==> config.mk <==
export PLATFORM = sky130hd
export DESIGN_NAME = issue_queue
export DESIGN_NICKNAME = d
export VERILOG_FILES = /design/src/rtl/typedefs.sv /design/src/rtl/iq_select.sv /design/src/rtl/issue_queue.sv
export SDC_FILE = /design/constraint.sdc
export NUM_CORES = 1
export LEC_CHECK = 0
export CAP_MARGIN = 20
export CORE_ASPECT_RATIO = 1.4
export CORE_MARGIN = 2
export CORE_UTILIZATION = 55
export CTS_CLUSTER_DIAMETER = 60
export DETAILED_ROUTE_END_ITERATION = 8
export DONT_BUFFER_PORTS = 1
export PLACE_DENSITY_LB_ADDON = 0.12
export SETUP_SLACK_MARGIN = 0.1
export SYNTH_ARGS = -nofsm -noshare
export SYNTH_HDL_FRONTEND = slang
export SYNTH_SLANG_ARGS = --single-unit
==> constraint.sdc <==
create_clock -name clk -period 4.4 [get_ports clk]
set_input_delay 0.88 -clock clk [delete_from_list [all_inputs] [get_ports clk]]
set_output_delay 0.88 -clock clk [all_outputs]
set_load 0.05 [all_outputs]
==> src/rtl/typedefs.sv <==
// Types shared by the rename / issue / execute slice of the core.
package typedefs;

  localparam int unsigned PregIdxW = 6;
  localparam int unsigned IQ_DEPTH = 8;

  typedef logic [PregIdxW-1:0] preg_idx_t;

  typedef struct packed {
    logic      valid;
    logic      ready;
    preg_idx_t idx;
  } src_t;

  typedef struct packed {
    logic        valid;
    preg_idx_t   rd;
    logic [15:0] imm;
    src_t        rs1;
    src_t        rs2;
  } rinstr_t;

  typedef struct packed {
    logic      valid;
    preg_idx_t idx;
  } p_reg_t;

  typedef struct packed {
    logic valid;
    logic hit;
  } br_result_t;

  // An unused source never blocks issue.
  function automatic logic src_ready(src_t s);
    return !s.valid || s.ready;
  endfunction

  function automatic src_t src_wake(src_t s, p_reg_t wb);
    src_t r;
    r = s;
    if (wb.valid && s.valid && (s.idx == wb.idx)) begin
      r.ready = 1'b1;
    end
    return r;
  endfunction

endpackage

==> src/rtl/iq_select.sv <==
// Lowest-index-first priority encoder over the issue queue eligibility vector.
module iq_select #(
  parameter int unsigned DEPTH = 8
) (
  input  logic [DEPTH-1:0]         eligible_i,
  output logic [$clog2(DEPTH)-1:0] idx_o,
  output logic                     found_o
);

  localparam int unsigned IdxW = $clog2(DEPTH);

  always_comb begin
    idx_o   = '0;
    found_o = 1'b0;
    // Walk downwards so the lowest set bit is the last one written.
    for (int i = int'(DEPTH) - 1; i >= 0; i--) begin
      if (eligible_i[i]) begin
        idx_o   = IdxW'(i);
        found_o = 1'b1;
      end
    end
  end

endmodule

==> src/rtl/issue_queue.sv <==
// Collapsing out-of-order issue queue: oldest ready instruction issues first,
// sources woken by the physical-register broadcast, flushed on mispredict.
module issue_queue
  import typedefs::*;
#(
  parameter int unsigned DEPTH = IQ_DEPTH
) (
  input  logic                       clk,
  input  logic                       rst_i,
  input  rinstr_t                    rinstr_i,
  input  p_reg_t                     p_wb_i,
  input  br_result_t                 br_result_i,
  input  logic                       issue_ready_i,
  output rinstr_t                    iinstr_o,
  output logic                       iq_full_o,
  output logic [$clog2(DEPTH+1)-1:0] iq_count_o
);

  localparam int unsigned IdxW = $clog2(DEPTH);
  localparam int unsigned CntW = $clog2(DEPTH + 1);

  rinstr_t ent_q [DEPTH];
  rinstr_t ent_d [DEPTH];
  rinstr_t woke  [DEPTH];
  rinstr_t new_ent;

  logic [DEPTH-1:0] occ_q, occ_d;
  logic [CntW-1:0]  count_q, count_d;
  logic             held_q, held_d;
  logic [IdxW-1:0]  held_idx_q, held_idx_d;

  logic [DEPTH-1:0] eligible;
  logic [IdxW-1:0]  found_idx, sel_idx;
  logic [CntW-1:0]  alloc_slot;
  logic             found, flush, offer, issue, alloc;

  // Eligibility looks only at registered state, so a same-cycle wakeup waits a cycle.
  always_comb begin
    eligible = '0;
    for (int i = 0; i < int'(DEPTH); i++) begin
      eligible[i] = occ_q[i] && src_ready(ent_q[i].rs1) && src_ready(ent_q[i].rs2);
    end
  end

  iq_select #(
    .DEPTH (DEPTH)
  ) u_select (
    .eligible_i (eligible),
    .idx_o      (found_idx),
    .found_o    (found)
  );

  assign flush      = br_result_i.valid && !br_result_i.hit;
  // A pending offer is pinned so an older wakeup cannot swap it out.
  assign sel_idx    = held_q ? held_idx_q : found_idx;
  assign offer      = (held_q || found) && !flush;
  assign issue      = offer && issue_ready_i;
  assign iq_full_o  = (count_q == CntW'(DEPTH));
  assign alloc      = rinstr_i.valid && !iq_full_o && !flush;
  assign iq_count_o = count_q;

  always_comb begin
    iinstr_o = '0;
    if (offer) begin
      iinstr_o       = ent_q[sel_idx];
      iinstr_o.valid = 1'b1;
    end
  end

  always_comb begin
    for (int i = 0; i < int'(DEPTH); i++) begin
      woke[i]     = ent_q[i];
      woke[i].rs1 = src_wake(ent_q[i].rs1, p_wb_i);
      woke[i].rs2 = src_wake(ent_q[i].rs2, p_wb_i);
    end

    new_ent     = rinstr_i;
    new_ent.rs1 = src_wake(rinstr_i.rs1, p_wb_i);
    new_ent.rs2 = src_wake(rinstr_i.rs2, p_wb_i);

    // Collapse everything above the issued slot down by one.
    for (int i = 0; i < int'(DEPTH) - 1; i++) begin
      if (issue && (IdxW'(i) >= sel_idx)) begin
        ent_d[i] = woke[i+1];
        occ_d[i] = occ_q[i+1];
      end else begin
        ent_d[i] = woke[i];
        occ_d[i] = occ_q[i];
      end
    end
    if (issue) begin
      ent_d[DEPTH-1] = '0;
      occ_d[DEPTH-1] = 1'b0;
    end else begin
      ent_d[DEPTH-1] = woke[DEPTH-1];
      occ_d[DEPTH-1] = occ_q[DEPTH-1];
    end

    alloc_slot = count_q - CntW'(issue);
    for (int i = 0; i < int'(DEPTH); i++) begin
      if (alloc && (CntW'(i) == alloc_slot)) begin
        ent_d[i] = new_ent;
        occ_d[i] = 1'b1;
      end
    end

    count_d = count_q + CntW'(alloc) - CntW'(issue);

    if (flush) begin
      for (int i = 0; i < int'(DEPTH); i++) begin
        ent_d[i] = '0;
      end
      occ_d   = '0;
      count_d = '0;
    end

    held_d     = offer && !issue_ready_i;
    held_idx_d = sel_idx;
  end

  always_ff @(posedge clk) begin
    if (rst_i) begin
      for (int i = 0; i < int'(DEPTH); i++) begin
        ent_q[i] <= '0;
      end
      occ_q      <= '0;
      count_q    <= '0;
      held_q     <= 1'b0;
      held_idx_q <= '0;
    end else begin
      for (int i = 0; i < int'(DEPTH); i++) begin
        ent_q[i] <= ent_d[i];
      end
      occ_q      <= occ_d;
      count_q    <= count_d;
      held_q     <= held_d;
      held_idx_q <= held_idx_d;
    end
  end

endmodule

==> results.cfg, run 1 <==
[run_status]
status = complete, no violations

[clock_network]
clk_latency_ps = 540
cts_sinks = 320
root_buffer = clkbuf_16
htree_num_levels = 2
cts_hold_buffers = 0
tritoncts = built
cts_max_path_buffers = 3
cts_buffers = 36
clk_pin_slew_ps = 60

[sta]
setup_violations = 0
slew_headroom_pct = 29.5
max_freq_mhz = 238
finalCritPeriodShare_pct = 95.7
rsz0062_at_grt = true
tightest_slew_ps = 1050
slew_viol_final = 0
period_minus_slack_ps = 4210
fin_skew_ps = 15.2
fin_ws_ps = 191
finalHoldViolCount = 0
timing.setup.tns_ps = 0

[placed_design]
gp_congestion = 0.897
placed_area_um2 = 17600
port_buffers = 0
pre_cts_ws_ps = 552
hpwlAfterDp_mm = 35.1

[power]
ir_worst_vdd_v = 0.000374
p_leak_uw = 0.00656
power-per-cell-area_nw_per_um2 = 561
p_total_uw = 10600

[finish]
antenna-diode-count = 0
drive_gt1_share_pct = 13.1
utilization_pct = 60.3
regArea_um2 = 6410
stdcell_area_um2 = 18900
multi_input_area_um2 = 10200
area_delta_synth_final_pct = 8.77
nets = 1884
fill_cells = 2741

[setup_path]
critPathBufInv = 2
crit_arrival_ps = 3330
crit_family = compound AO/OA/AOI/OAI gates
crit_chain = inv_1 -> o221ai_2 -> nand4_1 -> nor2b_1 -> a21oi_2 -> nor3_2 -> buf_6 -> a22o_1
cpPeakStageDelay_ps = 520
required_ps = 3520
path_class = flop to output pin
critPathSlowestCell = a22o_1
startpoint_type = flop
end_kind = output pin
critical_path.max_fanout = 27

[floorplanning]
dieArea_um2 = 33000
start_util_pct = 55.4
die_y_um = 214
rows = 77
core_area_um2 = 31300
die_w_um = 154
io_pins = 95

[route]
vias = 14907
drt_pass1_iterations = 5
drtIter0Drc = 1366
drc_errors = 0
ant_nets = 0
wirelength_mm = 56.3
wl_per_cell_um = 25.1
vias_per_cell = 6.64

[global_routing]
grt.overflow.total = 0
grt_pass1_vias = 14896
grt_usage_pct = 33.8
grt_antenna_before_repair = 0
grt_first_pass_wirelength_mm = 87.5
grt_start_max_net_pins = 87

[synthesis]
ys_warn_count = 0
synthFlopType = dfxtp_1
syn_inst = 1920
yosys.cell_types.count = 57
synth_area_leaders = dfxtp_1 (37%), mux2i_1 (11%), mux4_2 (9.9%)
synth_top_area_share_pct = 36.9
synth-seq-area-share_pct = 36.9
netlist_area_um2 = 17400
async_flop_share_pct = 0
synth_largest_area_cell = dfxtp_1
synth-seq-cells = 320
syn_nets = 1981
syn_area_per_cell_um2 = 9.04
synth_edf_count = 0

[job]
drv_cap = 0

[worst_hold_path]
hp-class = input port to flop
per-layer routing:
metal / vias up / part of all wire, % / global-route usage, %
met2: 678 / 50 / 59.1
met4: 0 / 4.5 / 15.8
met1: 7237 / 38 / 40.7
met3: 189 / 6.9 / 5.19
li1: 6803 / - / -
met5: - / 0 / 0
registers in the layout (all words and copies together), names as in the netlist:
name        cells
iq_count_o      4
ent_q         304
held_idx_q      3
occ_q           8
held_q          1
report_power, final:
group / switching, uW / internal, uW
clock: 1250 / 1800
sequential: 360 / 3290
combinational: 2450 / 1440
cell usage after synthesis, types with 65 or more instances:
cell	n
dfxtp_1	320
nand2_1	237
mux2i_1	188
o21ai_0	165
clkbuf_1	129
a21oi_1	121
nor2_1	101
a31oi_1	77
mux4_2	76
a211oi_1	74
xnor2_1	74
nand3_1	65
worst register-to-register path, delay by kind of cell (launching register included):
family,cells,cell delay [ps]
simple gates,7,1770
buf+inv,5,740
flops,1,410
compound gates,3,590
fa+ha+maj,1,200
placed cells by master, fill, tap and decap left out, types with 42 or more instances in the layout:
master / instances
o21ai_0: 165
xnor2_1: 74
buf_4: 42
dfxtp_1: 320
a21oi_1: 120
a31oi_1: 77
nand3_1: 62
a211oi_1: 74
mux2i_1: 188
nor2_1: 100
nand2_1: 234
mux4_2: 76
cell families (layout without fill, tap and decap cells):
group | Yosys count | after routing | share of synthesized area (%)
compound gates | 536 | 537 | 19.1
simple gates | 465 | 465 | 11.4
flops | 320 | 320 | 36.9
mux | 266 | 266 | 20.8
buf+inv | 211 | 139 | 5.40
xor+xnor | 112 | 112 | 5.65
fa+ha+maj | 10 | 10 | 0.764
area by class of cell:
class,count,area share (%)
multi-input cells,1390,53.9
flip-flops and latches,320,33.9
clock buffers,51,5.61
repair buffers,55,2.88
well taps,395,2.62
clock inverters,13,0.669
inverters,20,0.398
through the flow:
step                cells  hold slack, ps
floorplan            1920             457
global placement     2176             470
detailed placement   2176             479
CTS                  2243             391
global route         2244             389
finish               2244             409
final timing paths:
path / startpoint / to / slack (ps) / cells past startpoint
worst max-delay path: ent_q[1][7]$_SDFFE_PP0P_ / iinstr_o[23] / 190 / 8
worst min-delay path: rst_i / held_idx_q[1]$_SDFF_PP0_ / 410 / 1
worst max register to register: ent_q[1][7]$_SDFFE_PP0P_ / ent_q[4][2]$_SDFFE_PP0P_ / 560 / 16
worst min register to register: ent_q[7][29]$_SDFFE_PP0P_ / ent_q[6][29]$_SDFFE_PP0P_ / 490 / 2
repair_timing:
action	in CTS	in global routing
gates cloned	1	0
setup endpoints to repair	27	38
setup buffers	2	1
resized for setup	4	22
pin swaps	1	0
(Power assumes the default switching activity.)
==> run 2, diff against run 1 <==
SYNTH_HIERARCHICAL = 1   (was not set)
==> results.cfg, run 2 <==
[route]
vias = 16921
vias_per_cell = 6.75
ant_nets = 0
wirelength_mm = 60.6
drtIter0Drc = 1605
wl_per_cell_um = 24.2
drc_errors = 0
drt_pass1_iterations = 6

[finish]
layout_common_cells = nand2_1 (579), dfxtp_1 (319), o21ai_0 (190)
largest_register = ent_q
final_common_cell = nand2_1
nets = 2149
antenna-diode-count = 0
utilization_pct = 61.6
largest_reg_flops = 304
area_delta_synth_final_pct = 11.1
drive_gt1_share_pct = 12.7

[synthesis]
synth_largest_area_cell = dfxtp_1
syn_inst = 2168
netlist_area_um2 = 17400
synth_top_area_share_pct = 36.8
synth-seq-area-share_pct = 36.8
synth.most_common_cell = nand2_1
synth-seq-cells = 320
syn_area_per_cell_um2 = 8.03
yosys-top-cells-count = nand2_1 (582), dfxtp_1 (320), o21ai_0 (191), a31oi_1 (186), clkbuf_1 (113)
synthFlopType = dfxtp_1
synth_area_leaders = dfxtp_1 (37%), nand2_1 (13%), mux4_2 (9.8%)
syn_nets = 2229
yosys.cell_types.count = 54
ys_warn_count = 6
async_flop_share_pct = 0
synth_edf_count = 0

[floorplanning]
core_area_um2 = 31400
die_y_um = 215
rows = 77
io_pins = 95
start_util_pct = 55.5
dieArea_um2 = 33100
die_w_um = 154

[sta]
period_minus_slack_ps = 4180
slew_viol_final = 0
timing.setup.tns_ps = 0
finalHoldViolCount = 0
fin_skew_ps = 21.3
timing.hold.ws_ps = 411
slew_headroom_pct = 36.6
finalCritPeriodShare_pct = 95.0
rsz0062_at_grt = false
setup_violations = 0
fin_ws_ps = 220
tightest_slew_ps = 952
max_freq_mhz = 239

[power]
seq_power_share_pct = 32.8
p_total_uw = 11400
ir_worst_vdd_v = 0.000475
internal_power_uw = 6830
pwr-share-clk_pct = 29.6
p_sw_uw = 4570
p_leak_uw = 0.00649
p_comb_share_pct = 37.6
swShare_pct = 40.1
power-per-cell-area_nw_per_um2 = 589

[clock_network]
clk_latency_ps = 540
htree_num_levels = 2
clk_pin_slew_ps = 60
cts_sinks = 320
root_buffer = clkbuf_16
cts_max_path_buffers = 3
tritoncts = built
cts_buffers = 35

[worst_hold_path]
holdPathStages = 1
hp-class = input port to flop

[run_status]
status = complete, no violations

[setup_path]
crit_arrival_ps = 3300
r2r_slack_ps = 390
startpoint_type = flop
end_kind = output pin
critical_path_depth = 13
critPathSlowestCell = mux4_2
critPathBufInv = 5
crit_chain = inv_1 -> o21ai_0 -> a21oi_1 -> o21bai_1 -> o41ai_1 -> buf_4 -> mux2i_4 -> buf_12 -> buf_16 -> mux4_2 -> nand2_1 -> a21oi_1 -> buf_4
required_ps = 3520
crit_family = buffers and inverters
r2r_cells = 16
path_class = flop to output pin
cpPeakStageDelay_ps = 520
critical_path.max_fanout = 14

[global_routing]
grt_usage_pct = 35.7
grt_pass1_vias = 16387
grt.overflow.total = 0
grt_start_max_net_pins = 69
grt_first_pass_wirelength_mm = 93.3
grt_antenna_before_repair = 0

[placed_design]
gp_congestion = 0.885
pre_cts_ws_ps = 589
port_buffers = 0
hpwlAfterDp_mm = 37.1

[job]
drv_cap = 0
==> run 2: metrics by stage <==
stage | instance area [um^2] | instances
final | 19300 | 2508
after floorplan | 17400 | 2168
after detailed placement | 17900 | 2442
after global routing | 19300 | 2508
after global placement | 17900 | 2442
after CTS | 19200 | 2505
==> run 2: cell type report <==
type	count	area [um^2]
timing repair buffer	98	927
fill	2758	12100
tap	395	494
multi-input combinational	1606	10100
inverter	27	101
sequential	320	6410
clock buffer	47	1030
clock inverter	15	275
==> run 2: power groups by stage <==
stage / combinational (uW) / sequential, uW / clock [uW]
final: 4290 / 3730 / 3380
after global routing: 4500 / 3780 / 3500
after CTS: 4130 / 3720 / 3400
after detailed placement: 4090 / 3770 / 0
after global placement: 4020 / 3770 / 0
after floorplan: 2910 / 3630 / 0
==> run 2: what timing repair did <==
item | CTS | global route
buffers inserted | 0 | 1
setup endpoints to repair | 6 | 38
gates resized for setup | 0 | 9
hold buffers | 0 | 0
gates cloned | 1 | 2
==> run 2: final timing paths <==
path | to | from
worst max register to register | ent_q[3][6]$_SDFF_PP0_ | ent_q[1][7]$_SDFFE_PP0P_
worst max-delay path | iinstr_o[7] | ent_q[1][7]$_SDFFE_PP0P_
worst min-delay path | held_idx_q[0]$_SDFF_PP0_ | rst_i
worst min register to register | ent_q[0][17]$_SDFFE_PP0P_ | ent_q[0][17]$_SDFFE_PP0P_
==> run 2: worst register-to-register path, stage by stage, from the launching register on <==
cell and delay [ps]:
dfxtp_1 420, inv_1 50, o21ai_0 210, a21oi_1 140, nor4_2 340, nand2_1 150, or2_1 290, nand3_2 90
inv_1 100, ha_1 200, ha_1 190, xnor2_1 220, a21boi_0 560, nand4b_1 200, buf_4 350, nand2_1 280
o22ai_1 90
==> run 2: cells by family after synthesis <==
group           after synthesis  share of synthesized area [%]
mux                         120                           12.4
compound gates              579                           20.0
simple gates                786                           18.3
xor+xnor                    111                           5.58
fa+ha+maj                    10                          0.761
flops                       320                           36.8
buf+inv                     242                           6.09
==> run 2: routing by layer <==
layer,up-vias,wire [um],track usage [%]
met2,1035,29000,59.5
met1,8156,22800,45.0
met5,-,0,0
met3,212,5820,5.13
li1,7518,-,-
met4,0,2970,18.0
